File: src/rtl/uart_pkg.sv
// Shared UART types: parity modes, Rx FSM states, error bit positions
// and the baud divider helper shared by the Rx and Tx engines.
package uart_pkg;

    typedef enum logic [1:0] {
        PAR_NONE,
        PAR_EVEN,
        PAR_ODD
    } parity_e;

    typedef enum logic [2:0] {
        ST_IDLE,
        ST_START,
        ST_DATA,
        ST_PARITY,
        ST_STOP,
        ST_BRK_WAIT
    } rx_state_e;

    localparam int ERR_BREAK  = 0;
    localparam int ERR_PARITY = 1;
    localparam int ERR_FRAME  = 2;

    function automatic int calc_div(
        input int sysclk,
        input int baud,
        input int os
    );
        int d;
        d = sysclk / (baud * os);
        return (d < 1) ? 1 : d;
    endfunction

endpackage

File: src/rtl/uart_rx_engine_if.sv
// Valid/ready bundle carrying {data, error} from the Rx engine
// into the Rx FIFO.
interface uart_rx_engine_if #(
    parameter int MAX_DATA_BITS = 9
);
    logic [MAX_DATA_BITS-1:0] Data_Out;
    logic [2:0]               Rx_Error;
    logic                     Data_Valid;
    logic                     Data_Ready;

    modport master (
        output Data_Out,
        output Rx_Error,
        output Data_Valid,
        input  Data_Ready
    );

    modport slave (
        input  Data_Out,
        input  Rx_Error,
        input  Data_Valid,
        output Data_Ready
    );
endinterface

File: src/rtl/uart_baud_tick.sv
// Oversample tick generator: one-cycle tick every DIV clocks while
// enabled; clear restarts the phase so ticks align to an event.
module uart_baud_tick #(
    parameter int DIV = 1
) (
    input  logic clk,
    input  logic rst_n,
    input  logic clear,
    input  logic enable,
    output logic tick
);
    localparam int W = (DIV > 1) ? $clog2(DIV) : 1;
    localparam logic [W-1:0] LAST = W'(DIV - 1);

    logic [W-1:0] cnt;

    always_ff @(posedge clk) begin
        if (!rst_n || clear || !enable) cnt <= '0;
        else if (cnt == LAST)           cnt <= '0;
        else                            cnt <= cnt + 1'b1;
    end

    assign tick = enable && !clear && (cnt == LAST);
endmodule

File: src/rtl/uart_rx_engine.sv
// UART receive engine: oversampled start detect, 3-sample vote, runtime
// frame format. Optional stats counters under UART_RX_STATS_EN.
module uart_rx_engine
    import uart_pkg::*;
#(
    parameter int SYSCLK_RATE   = 100000000,
    parameter int BAUD_RATE     = 9600,
    parameter int OVERSAMPLE    = 16,
    parameter int MAX_DATA_BITS = 9,
    parameter int MSB_FIRST     = 1
) (
    input  logic                 SysClk,
    input  logic                 Rst,
    input  logic                 Rx,
    input  logic [3:0]           Cfg_Data_Bits,
    input  logic [1:0]           Cfg_Parity,
    input  logic                 Cfg_Stop_Bits,
    uart_rx_engine_if.master     fifo,
    output logic                 Overrun,
    output logic                 Rx_Busy
`ifdef UART_RX_STATS_EN
    ,
    output logic [15:0]          Stat_Frames,
    output logic [15:0]          Stat_Errors
`endif
);
    localparam int DIV = calc_div(SYSCLK_RATE, BAUD_RATE, OVERSAMPLE);
    localparam int OSW = $clog2(OVERSAMPLE);
    localparam int IW  = $clog2(MAX_DATA_BITS);
    localparam logic [OSW-1:0] OS_LAST = OSW'(OVERSAMPLE - 1);
    localparam logic [OSW-1:0] MID_LO  = OSW'(OVERSAMPLE / 2 - 1);
    localparam logic [OSW-1:0] MID     = OSW'(OVERSAMPLE / 2);
    localparam logic [OSW-1:0] MID_HI  = OSW'(OVERSAMPLE / 2 + 1);

    rx_state_e state, state_d;

    logic                     rx_meta, rx_s, rx_prev;
    logic [OSW-1:0]           os_cnt;
    logic                     s0, s1;
    logic [3:0]               bit_cnt;
    logic                     stop_cnt;
    logic [MAX_DATA_BITS-1:0] shreg;
    logic                     pbit, frame_err;
    logic [3:0]               cfg_bits, bits_in;
    parity_e                  cfg_par, par_in;
    logic                     cfg_stop;

    logic [MAX_DATA_BITS-1:0] data_q;
    logic [2:0]               err_q;
    logic                     valid_q, ovr_q;

    logic           tick, start_edge, vote_now, vote;
    logic           last_data, par_err, brk, complete, accept, ovr;
    logic [2:0]     new_err;
    logic [IW-1:0]  idx;

    uart_baud_tick #(.DIV(DIV)) u_tick (
        .clk    (SysClk),
        .rst_n  (Rst),
        .clear  (start_edge),
        .enable (state != ST_IDLE),
        .tick   (tick)
    );

    always_comb begin
        bits_in = 4'd8;
        if (Cfg_Data_Bits >= 4'd5 && Cfg_Data_Bits <= 4'd9 &&
            int'(Cfg_Data_Bits) <= MAX_DATA_BITS)
            bits_in = Cfg_Data_Bits;
        case (Cfg_Parity)
            2'b01:   par_in = PAR_EVEN;
            2'b10:   par_in = PAR_ODD;
            default: par_in = PAR_NONE;
        endcase
    end

    assign start_edge = (state == ST_IDLE) && rx_prev && !rx_s;
    assign vote_now   = tick && (os_cnt == MID_HI);
    assign vote       = (s0 & s1) | (s0 & rx_s) | (s1 & rx_s);
    assign last_data  = (bit_cnt == cfg_bits - 4'd1);
    assign idx        = (MSB_FIRST != 0) ? IW'(cfg_bits - 4'd1 - bit_cnt)
                                         : IW'(bit_cnt);
    assign par_err    = (cfg_par != PAR_NONE) &&
                        ((^shreg ^ pbit) != (cfg_par == PAR_ODD));
    assign brk        = (shreg == '0) &&
                        (cfg_par == PAR_NONE || !pbit) && !vote;

    always_ff @(posedge SysClk) begin
        if (!Rst) state <= ST_IDLE;
        else      state <= state_d;
    end

    always_comb begin
        state_d  = state;
        complete = 1'b0;
        new_err  = '0;
        unique case (state)
            ST_IDLE:
                if (start_edge) state_d = ST_START;
            ST_START:
                if (vote_now) state_d = vote ? ST_IDLE : ST_DATA;
            ST_DATA:
                if (vote_now && last_data)
                    state_d = (cfg_par == PAR_NONE) ? ST_STOP : ST_PARITY;
            ST_PARITY:
                if (vote_now) state_d = ST_STOP;
            ST_STOP:
                if (vote_now) begin
                    if (!stop_cnt && brk) begin
                        state_d             = ST_BRK_WAIT;
                        complete            = 1'b1;
                        new_err[ERR_BREAK]  = 1'b1;
                    end else if (stop_cnt || !cfg_stop) begin
                        // Leave at mid-bit so the next start edge is seen
                        state_d             = ST_IDLE;
                        complete            = 1'b1;
                        new_err[ERR_FRAME]  = frame_err || !vote;
                        new_err[ERR_PARITY] = par_err;
                    end
                end
            ST_BRK_WAIT:
                if (rx_s) state_d = ST_IDLE;
            default:
                state_d = ST_IDLE;
        endcase
    end

    always_ff @(posedge SysClk) begin
        if (!Rst) begin
            rx_meta   <= 1'b1;
            rx_s      <= 1'b1;
            rx_prev   <= 1'b1;
            os_cnt    <= '0;
            s0        <= 1'b1;
            s1        <= 1'b1;
            bit_cnt   <= '0;
            stop_cnt  <= 1'b0;
            shreg     <= '0;
            pbit      <= 1'b0;
            frame_err <= 1'b0;
            cfg_bits  <= 4'd8;
            cfg_par   <= PAR_NONE;
            cfg_stop  <= 1'b0;
        end else begin
            rx_meta <= Rx;
            rx_s    <= rx_meta;
            rx_prev <= rx_s;
            if (start_edge) begin
                os_cnt    <= '0;
                bit_cnt   <= '0;
                stop_cnt  <= 1'b0;
                shreg     <= '0;
                pbit      <= 1'b0;
                frame_err <= 1'b0;
                cfg_bits  <= bits_in;
                cfg_par   <= par_in;
                cfg_stop  <= Cfg_Stop_Bits;
            end else if (tick) begin
                os_cnt <= (os_cnt == OS_LAST) ? '0 : os_cnt + 1'b1;
                if (os_cnt == MID_LO) s0 <= rx_s;
                if (os_cnt == MID)    s1 <= rx_s;
                if (os_cnt == MID_HI) begin
                    case (state)
                        ST_DATA: begin
                            shreg[idx] <= vote;
                            bit_cnt    <= bit_cnt + 4'd1;
                        end
                        ST_PARITY: pbit <= vote;
                        ST_STOP: begin
                            frame_err <= frame_err | ~vote;
                            stop_cnt  <= 1'b1;
                        end
                        default: ;
                    endcase
                end
            end
        end
    end

    assign accept = valid_q && fifo.Data_Ready;
    assign ovr    = complete && valid_q && !fifo.Data_Ready;

    always_ff @(posedge SysClk) begin
        if (!Rst) begin
            data_q  <= '0;
            err_q   <= '0;
            valid_q <= 1'b0;
            ovr_q   <= 1'b0;
        end else begin
            ovr_q <= ovr;
            if (complete && !ovr) begin
                data_q  <= shreg;
                err_q   <= new_err;
                valid_q <= 1'b1;
            end else if (accept) begin
                valid_q <= 1'b0;
            end
        end
    end

    assign fifo.Data_Out   = data_q;
    assign fifo.Rx_Error   = err_q;
    assign fifo.Data_Valid = valid_q;
    assign Overrun         = ovr_q;
    assign Rx_Busy         = (state != ST_IDLE);

`ifdef UART_RX_STATS_EN
    logic [15:0] frames_q, errors_q;

    always_ff @(posedge SysClk) begin
        if (!Rst) begin
            frames_q <= '0;
            errors_q <= '0;
        end else if (complete) begin
            if (frames_q != 16'hFFFF) frames_q <= frames_q + 16'd1;
            if ((new_err != 3'b000 || ovr) && errors_q != 16'hFFFF)
                errors_q <= errors_q + 16'd1;
        end
    end

    assign Stat_Frames = frames_q;
    assign Stat_Errors = errors_q;
`endif
endmodule

File: src/flat_wrapper.sv
// flat-port wrapper written by rule: the top's interface ports become plain ports
module uart_rx_engine_flat import uart_pkg::*;
#(
    parameter int SYSCLK_RATE   = 100000000,
    parameter int BAUD_RATE     = 9600,
    parameter int OVERSAMPLE    = 16,
    parameter int MAX_DATA_BITS = 9,
    parameter int MSB_FIRST     = 1
)
  (SysClk, Rst, Rx, Cfg_Data_Bits, Cfg_Parity, Cfg_Stop_Bits, Overrun, Rx_Busy, fifo_Data_Out, fifo_Rx_Error, fifo_Data_Valid, fifo_Data_Ready);
  uart_rx_engine_if #(.MAX_DATA_BITS(MAX_DATA_BITS)) fifo_i ();
  input  logic SysClk;
  input  logic Rst;
  input  logic Rx;
  input  logic [3:0] Cfg_Data_Bits;
  input  logic [1:0] Cfg_Parity;
  input  logic Cfg_Stop_Bits;
  output logic Overrun;
  output logic Rx_Busy;
  output wire logic [$bits(fifo_i.Data_Out)-1:0] fifo_Data_Out;
  output wire logic [$bits(fifo_i.Rx_Error)-1:0] fifo_Rx_Error;
  output wire logic [$bits(fifo_i.Data_Valid)-1:0] fifo_Data_Valid;
  input wire logic [$bits(fifo_i.Data_Ready)-1:0] fifo_Data_Ready;
  assign fifo_Data_Out = fifo_i.Data_Out;
  assign fifo_Rx_Error = fifo_i.Rx_Error;
  assign fifo_Data_Valid = fifo_i.Data_Valid;
  assign fifo_i.Data_Ready = fifo_Data_Ready;
  uart_rx_engine #(.SYSCLK_RATE(SYSCLK_RATE), .BAUD_RATE(BAUD_RATE), .OVERSAMPLE(OVERSAMPLE), .MAX_DATA_BITS(MAX_DATA_BITS), .MSB_FIRST(MSB_FIRST)) u_core (.SysClk(SysClk), .Rst(Rst), .Rx(Rx), .Cfg_Data_Bits(Cfg_Data_Bits), .Cfg_Parity(Cfg_Parity), .Cfg_Stop_Bits(Cfg_Stop_Bits), .fifo(fifo_i), .Overrun(Overrun), .Rx_Busy(Rx_Busy));
endmodule
File: config.mk
export PLATFORM = sky130hd
export DESIGN_NAME = uart_rx_engine_flat
export DESIGN_NICKNAME = d
export VERILOG_FILES = /design/src/rtl/uart_pkg.sv /design/src/rtl/uart_rx_engine_if.sv /design/src/rtl/uart_baud_tick.sv /design/src/rtl/uart_rx_engine.sv /design/src/flat_wrapper.sv
export SDC_FILE = /design/constraint.sdc
export NUM_CORES = 1
export LEC_CHECK = 0
export BUFFER_PORTS_ARGS = -buffer_cell sky130_fd_sc_hd__buf_2
export CAP_MARGIN = 20
export CORE_MARGIN = 8
export CORE_UTILIZATION = 55
export CTS_BUF_LIST = sky130_fd_sc_hd__clkbuf_4
export DETAILED_ROUTE_END_ITERATION = 7
export GPL_TIMING_DRIVEN = 0
export MAX_ROUTING_LAYER = met4
export PLACE_DENSITY = 0.73
export SKIP_CTS_REPAIR_TIMING = 1
export SYNTH_ARGS = -nofsm -noshare
export SYNTH_HDL_FRONTEND = slang
export SYNTH_SLANG_ARGS = --single-unit
File: constraint.sdc
create_clock -name SysClk -period 3.4 [get_ports SysClk]
set_clock_uncertainty 0.1 [all_clocks]
set_input_delay 0.68 -clock SysClk [delete_from_list [all_inputs] [get_ports SysClk]]
set_output_delay 0.68 -clock SysClk [all_outputs]
set_load 0.1 [all_outputs]
==> summary.md, run 1 <==
| Metric | Value |
|---|---|
| Fill cell count | `502` |
| Comb pwr share | `0.110` |
| Root buf cell | `clkbuf_4` |
| Clock power frac | `0.387` |
| Reg2Reg Setup Slack | `0.78 ns` |
| Max_cap viols | `0` |
| Final period utilization | `0.770` |
| Sink Count | `59` |
| RSZ-0062 raised after global routing | `false` |
| Total Routing Usage GR | `0.161` |
| Largest net degree at the start of global routing | `11` |
| Cts bufs inserted | `9` |
| Hold_sp | `u_core.rx_meta` |
| GP Congestion | `between 0.8 and 0.9` |
| Final setup violation count | `0` |
| R2r startpoint | `u_core.cfg_bits[0]` |
| Max-slew violation count | `0` |
| First-pass GRT wire length | `10500 um` |
| IO Port Bufs | `25` |
| Internal power | `0.00103 W` |
| Post-route setup TNS | `0 ns` |
| EDFF count, synth | `0` |
| Vias in the first global route | `2305` |
| Setup CP Type | `flip-flop to flip-flop` |
| Die X | `89.9 um` |
| Rel. slew slack | `0.622` |
| Min cycle time layout | `2.62 ns` |
| Routed Antenna Nets | `0` |
| Status | `completed` |
| Peak supply drop | `0.000256 V` |
| Ys async rst share | `0` |
| Syn nets | `366` |
| Area grow syn2layout | `12.2%` |
| Row cnt | `27` |
| Hold path depth | `1` |
| Initial antenna violation count | `0` |
| Via count of the routed design | `2455` |
| Critical Path Sink Type | `flip-flop` |
| R2R depth | `10` |
| Initial Utilization | `0.556` |
| Post-synthesis cell count | `340` |
| Via density | `5.42` |
| Req. time, crit path | `3.64 ns` |
| CP Launch Type | `flip-flop` |
| Sequential area share after synthesis | `0.393` |
| Routed length per instance | `13.5 um` |
| Worst hold path endpoint | `u_core.rx_s` |
| # DRC | `0` |
| Final hold slack | `0.330 ns` |
| NetSw | `0.000381 W` |
| CP max FO | `9` |
| I/O pin count | `26` |
| H-tree depth | `3` |
| Slew at the pin with the worst max-slew slack | `0.567 ns` |
| Cell area after synthesis | `approximately 0.003 mm2` |
| Die Height | `between 80 and 90 um` |
| Sw frac | `0.269` |
| Total die area | `0.00809 mm2` |
| Reg area | `0.00118 mm2` |
| Pwr dens | `420 mW/mm2` |
| Final hold vios | `0` |
| Max frequency | `~380 MHz` |
| Top_reg_cell synth | `dfxtp_1` |
| P_leak | `roughly 1.4 nW` |
| Worst-path clk slew | `around 0.10 ns` |
| Final #Nets | `402` |
| Area occupied by multi-input gates | `0.00169 mm2` |
| Avg Inst Size Synth | `8.84 um2` |
| Worst reg2reg path endpoint | `u_core.shreg[8]` |
| Layout cell share with drive strength beyond 1 | `0.136` |
| # diodes | `0` |
| Cell variety after synth | `48` |
| CTS tree | `built` |
| Seq pwr share | `0.503` |
| Grt total ovfl | `0` |
| Yosys warnings | `0` |
| First DRT Iteration DRCs | `133` |
| PnR Total Power | `0.00141 W` |
| Clock Latency Late Sink | `approximately 0.40 ns` |
| WL final | `just over 6000 um` |
| Core area | `0.00541 mm2` |
| Longest Clk Path Bufs | `2` |
| #FFs+latches synth | `59` |
| Initial DRT Pass Iterations | `4` |
| CP arrival | `2.85 ns` |
| DP HPWL | `4480 um` |
| Worst min path class | `flip-flop to flip-flop` |
-- power by group through the flow --
stage,logic [W],clock network (W),registers [W]
floorplan,0.000119,0,0.000725
global placement,0.000151,0,0.000727
detailed placement,0.000153,0,0.000727
CTS,0.000153,0.000556,0.000711
global route,0.000170,0.000589,0.000713
finish,0.000156,0.000548,0.000711
-- area by class of cell --
class | count | area share
clock buffer | 9 | 0.0200
tap | 72 | 0.0267
sequential | 59 | 0.350
buffer | 13 | 0.0189
multi-input combinational | 248 | 0.500
clock inverter | 7 | 0.0245
inverter | 20 | 0.0223
timing repair buffer | 25 | 0.0371
-- cells in the mapped netlist, types with 4 or more instances --
cell	instances	area, um2
inv_1	20	75.1
o21ai_0	7	35.0
nor2_1	40	150
nand2b_1	5	31.3
a21oi_1	16	80.1
nor3b_1	4	30.0
nand2_1	33	124
nor3_1	5	25.0
mux2i_1	25	250
dfxtp_1	59	1180
and3_1	5	31.3
xnor2_1	14	123
nand4_1	12	75.1
nor2b_1	6	37.5
clkbuf_1	8	30.0
and4_1	4	35.0
xor2_1	8	70.1
ha_1	14	175
nand3_1	13	65.1
-- cell usage in the layout (no fill, tap or decap), types with 3 or more instances in the layout --
cell      count
clkbuf_1      8
nand4_1      12
nand3_1      13
buf_2        28
dfxtp_1      59
and4_1        4
nor2b_1       6
nand2_1      33
o21ai_0       7
mux2i_1      25
xnor2_1      14
nand4b_1      3
nand2b_1      5
inv_1        20
nor2_1       40
ha_1         14
clkbuf_4      9
and4b_1       3
nor4_1        3
clkinv_2      3
nor3_1        5
nor3b_1       4
and3_1        5
xor2_1        8
a21oi_1      16
-- per-stage QoR --
stage | instances | cell area (um2) | util | setup slack (ns)
4_1_cts | 453 | 3370 | 0.624 | 0.747
5_1_grt | 453 | 3370 | 0.624 | 0.608
3_3_place_gp | 437 | 3220 | 0.596 | 0.851
2_1_floorplan | 340 | 3010 | - | 0.998
3_5_place_dp | 437 | 3220 | 0.596 | 0.814
6_report | 453 | 3370 | 0.624 | 0.782
-- worst max-delay path, cell delays in order, from the launching register on --
cell,delay (ns)
dfxtp_1,0.41
inv_1,0.06
ha_1,0.33
inv_1,0.06
ha_1,0.30
nor2b_1,0.13
o21a_1,0.17
or3_1,0.30
buf_2,0.17
a211oi_1,0.32
mux2i_1,0.22
-- per-layer routing --
metal / vias up / global-route usage / share of wire
met5: - / - / 0
met4: 0 / 0.0804 / 0.020
met3: 10 / 0.0341 / 0.039
met2: 60 / 0.225 / 0.42
met1: 1126 / 0.213 / 0.52
li1: 1259 / - / -
-- registers in the layout, summed over array words and instances, names as in the netlist, 2 cells and up --
| signal | cells |
|---|---|
| u_core.bit_cnt | 4 |
| u_core.cfg_bits | 4 |
| u_core.fifo.Rx_Error | 3 |
| u_core.state | 3 |
| u_core.u_tick.cnt | 10 |
| u_core.cfg_par | 2 |
| u_core.shreg | 9 |
| u_core.os_cnt | 4 |
| u_core.fifo.Data_Out | 9 |
-- logic make-up (layout without fill, tap and decap cells) --
logic type	Yosys count	count (layout)	share of synthesized area
AND/OR/NAND/NOR	148	148	0.259
flip-flops	59	59	0.393
AO/OA/AOI/OAI	37	37	0.0853
buffers and inverters	33	74	0.0462
multiplexers	25	25	0.0833
XOR/XNOR	22	22	0.0641
adder cells (fa/ha/maj)	16	16	0.0687
-- how the worst max path moves through the flow --
stage                             from               to  cells after the start
detailed placement  u_core.cfg_bits[0]  u_core.shreg[8]                     10
CTS                 u_core.cfg_bits[0]  u_core.shreg[8]                     10
global route        u_core.cfg_bits[0]  u_core.shreg[8]                     10
floorplan           u_core.cfg_bits[0]  u_core.shreg[8]                     10
finish              u_core.cfg_bits[0]  u_core.shreg[8]                     10
global placement    u_core.cfg_bits[0]  u_core.shreg[8]                     10
No activity file was read; power rests on OpenSTA's default activity.
==> run 2: changes to the inputs <==
==> constraint.sdc (replaced) <==
create_clock -name SysClk -period 2.64 [get_ports SysClk]
set_clock_uncertainty 0.1 [all_clocks]
set_input_delay 0.528 -clock SysClk [delete_from_list [all_inputs] [get_ports SysClk]]
set_output_delay 0.528 -clock SysClk [all_outputs]
set_load 0.1 [all_outputs]
==> run 2 against run 1 <==
Effect of this change: sequential power grew 29%; count of clock-buffer cells in the layout is the same; non-clock buffer count is the same; setup slack lost 0.63 ns; global-route usage is the same; fmax grew 5.0%; cell area grew 0.33%; combinational power grew 29%; clock power grew 28%; first-iteration DRC count grew 44%; hold slack lost 0.12 ns.
==> summary.md, run 2 (synthesized netlist as in run 1, its figures left out) <==
| Metric | Value |
|---|---|
| Worst min path class | `input pin to flip-flop` |
| R2r startpoint | `u_core.cfg_bits[0]` |
| Slew at the pin with the worst max-slew slack | `0.572 ns (+0.00507 ns)` |
| Routed length per instance | `13.6 um (+0.64%)` |
| Initial Utilization | `0.556 (unchanged)` |
| Pwr dens | `538 mW/mm2 (+28%)` |
| Status | `completed` |
| Via density | `5.41 (-0.24%)` |
| CP arrival | `2.73 ns (-0.12 ns)` |
| H-tree depth | `3 (unchanged)` |
| Most common cell after layout, fill and taps aside | `dfxtp_1` |
| Root buf cell | `clkbuf_4` |
| P_leak | `1.42 nW (+0.12%)` |
| Clock Latency Late Sink | `0.40 ns (about the same)` |
| Fill cell count | `504 (+0.40%)` |
| Req. time, crit path | `2.87 ns (-0.77 ns)` |
| First DRT Iteration DRCs | `191 (+44%)` |
| Sink Count | `59 (unchanged)` |
| CP max-delay cell | `dfxtp_2` |
| Grt total ovfl | `0 (unchanged)` |
| Row cnt | `27 (unchanged)` |
| Min cycle time layout | `2.49 ns (-0.125 ns)` |
| Total die area | `0.00809 mm2 (unchanged)` |
| # DRC | `0 (unchanged)` |
| # diodes | `0 (unchanged)` |
| Initial DRT Pass Iterations | `4 (unchanged)` |
| Core area | `0.00541 mm2 (unchanged)` |
| Rel. slew slack | `0.618 (-0.00338)` |
| DP HPWL | `4480 um (unchanged)` |
| Largest net degree at the start of global routing | `11 (unchanged)` |
| Worst-path clk slew | `0.10 ns (about the same)` |
| GP Congestion | `0.863 (unchanged)` |
| Final period utilization | `0.944 (+0.174)` |
| Pre-CTS WS | `0.0539 ns (-0.760 ns)` |
| Total Routing Usage GR | `0.161 (unchanged)` |
| Cts bufs inserted | `9 (unchanged)` |
| Max_cap viols | `0 (unchanged)` |
| Routed Antenna Nets | `0 (unchanged)` |
| Area grow syn2layout | `12.5%` |
| CP max FO | `9 (unchanged)` |
| Fin worst setup slack | `0.147 ns (-0.635 ns)` |
| Setup CP Type | `flip-flop to flip-flop` |
| Max-slew violation count | `0 (unchanged)` |
| IO Port Bufs | `25 (unchanged)` |
| Vias in the first global route | `2305 (unchanged)` |
| Critical Path Sink Type | `flip-flop` |
| Via count of the routed design | `2449 (-0.24%)` |
| Initial antenna violation count | `0 (unchanged)` |
| Slowest stage delay, CP | `0.37 ns (-0.04 ns)` |
| Commonest cells after routing, fill and taps aside | `dfxtp_1 (57), nor2_1 (40), nand2_1 (33)` |
| First-pass GRT wire length | `10500 um (unchanged)` |
| CTS tree | `built` |
| Reg area | `0.00118 mm2 (+0.21%)` |
| I/O pin count | `26 (unchanged)` |
| Max reg flops | `10 (unchanged)` |
| Max frequency | `401 MHz (+5.0%)` |
| CP cell instances | `inv_1 -> ha_1 -> inv_1 -> ha_1 -> nor2b_1 -> o21a_1 -> or3_1 -> buf_2 -> a211oi_2 -> mux2i_1` |
| Final #Nets | `402 (unchanged)` |
| Final setup violation count | `0 (unchanged)` |
| Hold_sp | `Rx` |
| Peak supply drop | `0.000330 V (+29%)` |
| Most flops, register | `u_core.u_tick.cnt` |
| CP Launch Type | `flip-flop` |
| Post-route setup TNS | `0 ns (unchanged)` |
| WL final | `6160 um (+0.64%)` |
| Area occupied by multi-input gates | `0.00169 mm2 (+0.52%)` |
| Die X | `89.9 um (unchanged)` |
| Layout cell share with drive strength beyond 1 | `0.147 (+0.0105)` |
| Longest Clk Path Bufs | `2 (unchanged)` |
| Launch point of the worst path | `u_core.cfg_bits[0]` |
| Final hold vios | `0 (unchanged)` |
| Die Height | `89.9 um (unchanged)` |
-- run 2: critical path: cells and delay by family (launching register included) --
kind	cells	cell delay, ns
simple gates	2	0.44
fa+ha+maj	2	0.61
flops	1	0.37
buf+inv	3	0.29
mux	1	0.20
compound gates	2	0.41
-- run 2: routing by layer --
metal / vias up / GRT usage / share of wire
met5: - / - / 0
met4: 0 / 0.0804 / 0.018
met3: 10 / 0.0341 / 0.037
met2: 50 / 0.225 / 0.43
met1: 1129 / 0.213 / 0.52
li1: 1260 / - / -
-- run 2: worst paths after layout --
path | to | slack [ns] | cells past startpoint
min reg2reg | u_core.rx_s | 0.33 | 1
max | u_core.shreg[8] | 0.15 | 10
max reg2reg | u_core.shreg[8] | 0.15 | 10
min | u_core.rx_meta | 0.21 | 2
-- run 2: stage by stage --
| step | power, W | utilization | instance area (um2) | std cells | hold slack, ns |
|---|---|---|---|---|---|
| 6_report | 0.00182 | 0.626 | 3380 | 453 | 0.206 |
| 3_5_place_dp | 0.00113 | 0.596 | 3220 | 437 | 0.312 |
| 4_1_cts | 0.00183 | 0.624 | 3370 | 453 | 0.194 |
| 2_1_floorplan | 0.00109 | - | 3010 | 340 | 0.286 |
| 5_1_grt | 0.00190 | 0.626 | 3380 | 453 | 0.191 |
| 3_3_place_gp | 0.00113 | 0.596 | 3220 | 437 | 0.308 |
-- run 2: layout make-up --
class                      instances  share of cell area
inverter                          20              0.0222
clock buffer                       9              0.0200
timing repair buffer              25              0.0370
clock inverter                     7              0.0244
buffer                            13              0.0189
tap                               72              0.0266
sequential                        59               0.350
multi-input combinational        248               0.501
-- run 2: report_power, final --
part           switching [W]  total [W]  internal [W]  leakage (nW)
Clock               0.000330   0.000703      0.000373        0.0845
Sequential         0.0000129   0.000916      0.000903         0.477
Combinational       0.000145   0.000201     0.0000563         0.859
==> run 3: changes to the inputs <==
--- a/config.mk
+++ b/config.mk
@@ -17,4 +17,5 @@
 export SKIP_CTS_REPAIR_TIMING = 1
 export SYNTH_ARGS = -nofsm -noshare
 export SYNTH_HDL_FRONTEND = slang
+export SYNTH_HIERARCHICAL = 1
 export SYNTH_SLANG_ARGS = --single-unit
==> run 3 against run 2 <==
Effect of this change: synthesized area rose by 1.5%; count of clock-buffer cells in the layout rose by 2; core utilization rose by 1.7 points; global-route usage barely moved; register-to-register slack got worse by 0.12 ns.
==> summary.md, run 3 <==
| Metric | Value |
|---|---|
| CP cell instances | `buf_6 -> nor2_1 -> nand2_2 -> inv_6 -> nor3b_2 -> buf_4 -> and4b_1 -> buf_6 -> nor3b_4 -> o21ai_4 -> or4b_4 -> a21oi_2` |
| Clock power frac | `0.289 (-0.097)` |
| Worst-path clk slew | `0.10 ns (about the same)` |
| Grt total ovfl | `0 (unchanged)` |
| Top_reg_cell synth | `dfxtp_1` |
| Total Routing Usage GR | `0.161 (+0.000211)` |
| Post-route setup TNS | `0 ns (unchanged)` |
| R2r startpoint | `u_core/state[0]` |
| Vias in the first global route | `2425 (+5.2%)` |
| Final hold slack | `0.217 ns (+0.0111 ns)` |
| Pwr dens | `597 mW/mm2 (+11%)` |
| Top cell type's share of synthesized area | `0.387 (-0.00580)` |
| Final setup violation count | `0 (unchanged)` |
| Most common cell after layout, fill and taps aside | `dfxtp_1` |
| Layout Utilization | `0.643 (+0.0170)` |
| CP arrival | `2.82 ns (+0.09 ns)` |
| Internal power | `0.00141 W (+6.0%)` |
| Routed Antenna Nets | `0 (unchanged)` |
| Max_cap viols | `0 (unchanged)` |
| CP max FO | `12 (+3)` |
| Cell area after synthesis | `0.00305 mm2 (+1.5%)` |
| Critical Path Sink Type | `flip-flop` |
| Ys async rst share | `0 (unchanged)` |
| Status | `completed` |
| Area grow syn2layout | `14.6%` |
| Final period utilization | `0.989 (+0.0447)` |
| CP Launch Type | `flip-flop` |
| Via count of the routed design | `2562 (+4.6%)` |
| Cell variety after synth | `59 (+23%)` |
| Buf+Inv Stages, Crit Path | `4 (+1)` |
| Slew at the pin with the worst max-slew slack | `0.701 ns (+0.129 ns)` |
| Slowest stage delay, CP | `0.49 ns (+0.12 ns)` |
| Final hold vios | `0 (unchanged)` |
| Largest net degree at the start of global routing | `12 (+1)` |
| Max frequency | `383 MHz (-4.5%)` |
| Root buf cell | `clkbuf_4` |
| CTS tree | `built` |
| Final instance area | `0.00350 mm2 (+3.4%)` |
| Most common cell in the synthesized netlist | `dfxtp_1` |
| Syn nets | `379 (+3.6%)` |
| RSZ-0062 raised after global routing | `true` |
| Longest Clk Path Bufs | `2 (unchanged)` |
| #FFs+latches synth | `59 (unchanged)` |
| Fin cells | `467 (+3.1%)` |
| I/O pin count | `26 (unchanged)` |
| Sink Count | `59 (unchanged)` |
| Cts bufs inserted | `9 (unchanged)` |
| Initial Utilization | `0.561 (+0.00483)` |
| Sequential area share after synthesis | `0.387 (-0.00580)` |
| Synth top cells by count | `dfxtp_1 (59), nor2_1 (37), nand2_1 (31)` |
| Max reg flops | `10 (unchanged)` |
| NetSw | `0.000676 W (+39%)` |
| Launch point of the worst path | `u_core/state[0]` |
| CP max-delay cell | `or4b_4` |
| # DRC | `0 (unchanged)` |
| Max-slew violation count | `0 (unchanged)` |
| Seq pwr share | `0.461 (-0.042)` |
| Avg Inst Size Synth | `8.64 um2 (-2.2%)` |
| First DRT Iteration DRCs | `86 (-55%)` |
| Hold_sp | `Rx` |
| Min cycle time layout | `2.61 ns (+0.118 ns)` |
| Initial DRT Pass Iterations | `4 (unchanged)` |
| Row cnt | `27 (unchanged)` |
| Req. time, crit path | `2.85 ns (-0.02 ns)` |
| Yosys warnings | `6 (+6)` |
| Routed length per instance | `13.6 um (-0.12%)` |
| IO Port Bufs | `25 (unchanged)` |
| Die Height | `90.5 um (+0.62%)` |
| P_leak | `1.39 nW (-2.0%)` |
| Cell Area, Placed | `0.00328 mm2 (+2.0%)` |
| H-tree depth | `3 (unchanged)` |
| Top Family by Delay on Critical Path | `simple AND/OR/NAND/NOR gates` |
| WL final | `6350 um (+3.0%)` |
| Commonest cells after routing, fill and taps aside | `dfxtp_1 (53), nor2_1 (37), nand2_1 (30)` |
| Layout cell share with drive strength beyond 1 | `0.190 (+0.0429)` |
| Comb pwr share | `0.250 (+0.139)` |
| DP HPWL | `4740 um (+5.8%)` |
| GP Congestion | `0.876 (+1.5%)` |
| Critical Path Most Common Cell | `buf_6` |
| Core area | `0.00544 mm2 (+0.63%)` |
| Rel. slew slack | `0.529 (-0.0891)` |
| # diodes | `0 (unchanged)` |
| Final #Nets | `417 (+3.7%)` |
| Initial antenna violation count | `0 (unchanged)` |
| Sw frac | `0.324 (+0.0558)` |
| Main area contributors after synthesis | `dfxtp_1 (39%), mux2i_1 (6.2%), ha_1 (5.7%)` |
| Worst min path class | `input pin to flip-flop` |
| Die X | `90.5 um (+0.62%)` |
| Setup CP Type | `flip-flop to flip-flop` |
| Clock Latency Late Sink | `0.39 ns (about the same)` |
| First-pass GRT wire length | `10700 um (+1.7%)` |
| Peak supply drop | `0.000460 V (+39%)` |
| Total die area | `0.00819 mm2 (+1.2%)` |
| EDFF count, synth | `0 (unchanged)` |
| Via density | `5.49 (+1.5%)` |
| Placed Cells | `450 (+3.0%)` |
| Area leader, netlist | `dfxtp_1` |
| Most flops, register | `u_core/u_tick/cnt` |
| Post-synthesis cell count | `353 (+3.8%)` |
run 3: layout make-up:
class / instances / area [um2]
repair buffers: 31 / 170
clock buffers: 11 / 82.6
multi-input cells: 257 / 1760
fillers: 485 / 1940
clock inverters: 4 / 42.5
flip-flops and latches: 59 / 1190
plain buffers: 10 / 65.1
inverters: 23 / 91.3
well taps: 72 / 90.1
run 3: worst reg2reg max path: stages (launching register included):
cell and delay, ns:
dfxtp_2 0.35, buf_6 0.13, nor2_1 0.08, nand2_2 0.18
inv_6 0.08, nor3b_2 0.18, buf_4 0.13, and4b_1 0.20
buf_6 0.13, nor3b_4 0.26, o21ai_4 0.10, or4b_4 0.49
a21oi_2 0.12
run 3: cells by family (layout without fill, tap and decap cells):
logic type	count (synthesis)	in the layout	share of synthesized area
muxes	21	21	0.0697
buffers and inverters	37	79	0.0496
xor gates and xnor gates	18	18	0.0517
DFF	59	59	0.387
AOI/OAI and AO/OA	63	63	0.127
and+or+nand+nor	139	139	0.248
adders and majority gates	16	16	0.0673
run 3: power groups by stage:
stage                     combinational, W  sequential (W)  clock [W]
after CTS                         0.000534        0.000945   0.000627
after floorplan                   0.000436        0.000958          0
after detailed placement          0.000531        0.000965          0
after global routing              0.000570        0.000967   0.000666
final                             0.000523        0.000962   0.000604
after global placement            0.000525        0.000964          0
run 3: metrics by stage:
| stage | total power (W) | setup slack (ns) |
|---|---|---|
| 5_1_grt | 0.00220 | -0.119 |
| 2_1_floorplan | 0.00139 | -0.0478 |
| 3_5_place_dp | 0.00150 | -0.417 |
| 4_1_cts | 0.00211 | -0.472 |
| 3_3_place_gp | 0.00149 | -0.398 |
| 6_report | 0.00209 | 0.0295 |
run 3: worst paths after layout:
| kind | endpoint | slack [ns] | cells after the start |
|---|---|---|---|
| setup / recovery | u_core/fifo.Rx_Error[2] | 0.03 | 12 |
| setup reg to reg | u_core/fifo.Rx_Error[2] | 0.03 | 12 |
| hold reg to reg | u_core/rx_s | 0.32 | 1 |
| hold / removal | u_core/rx_meta | 0.22 | 2 |
run 3: layer usage:
| layer | share of wire | up-vias | global-route usage |
|---|---|---|---|
| met5 | 0 | - | - |
| met4 | 0.011 | 0 | 0.0804 |
| li1 | - | 1315 | - |
| met2 | 0.47 | 49 | 0.256 |
| met1 | 0.48 | 1193 | 0.182 |
| met3 | 0.039 | 5 | 0.0424 |
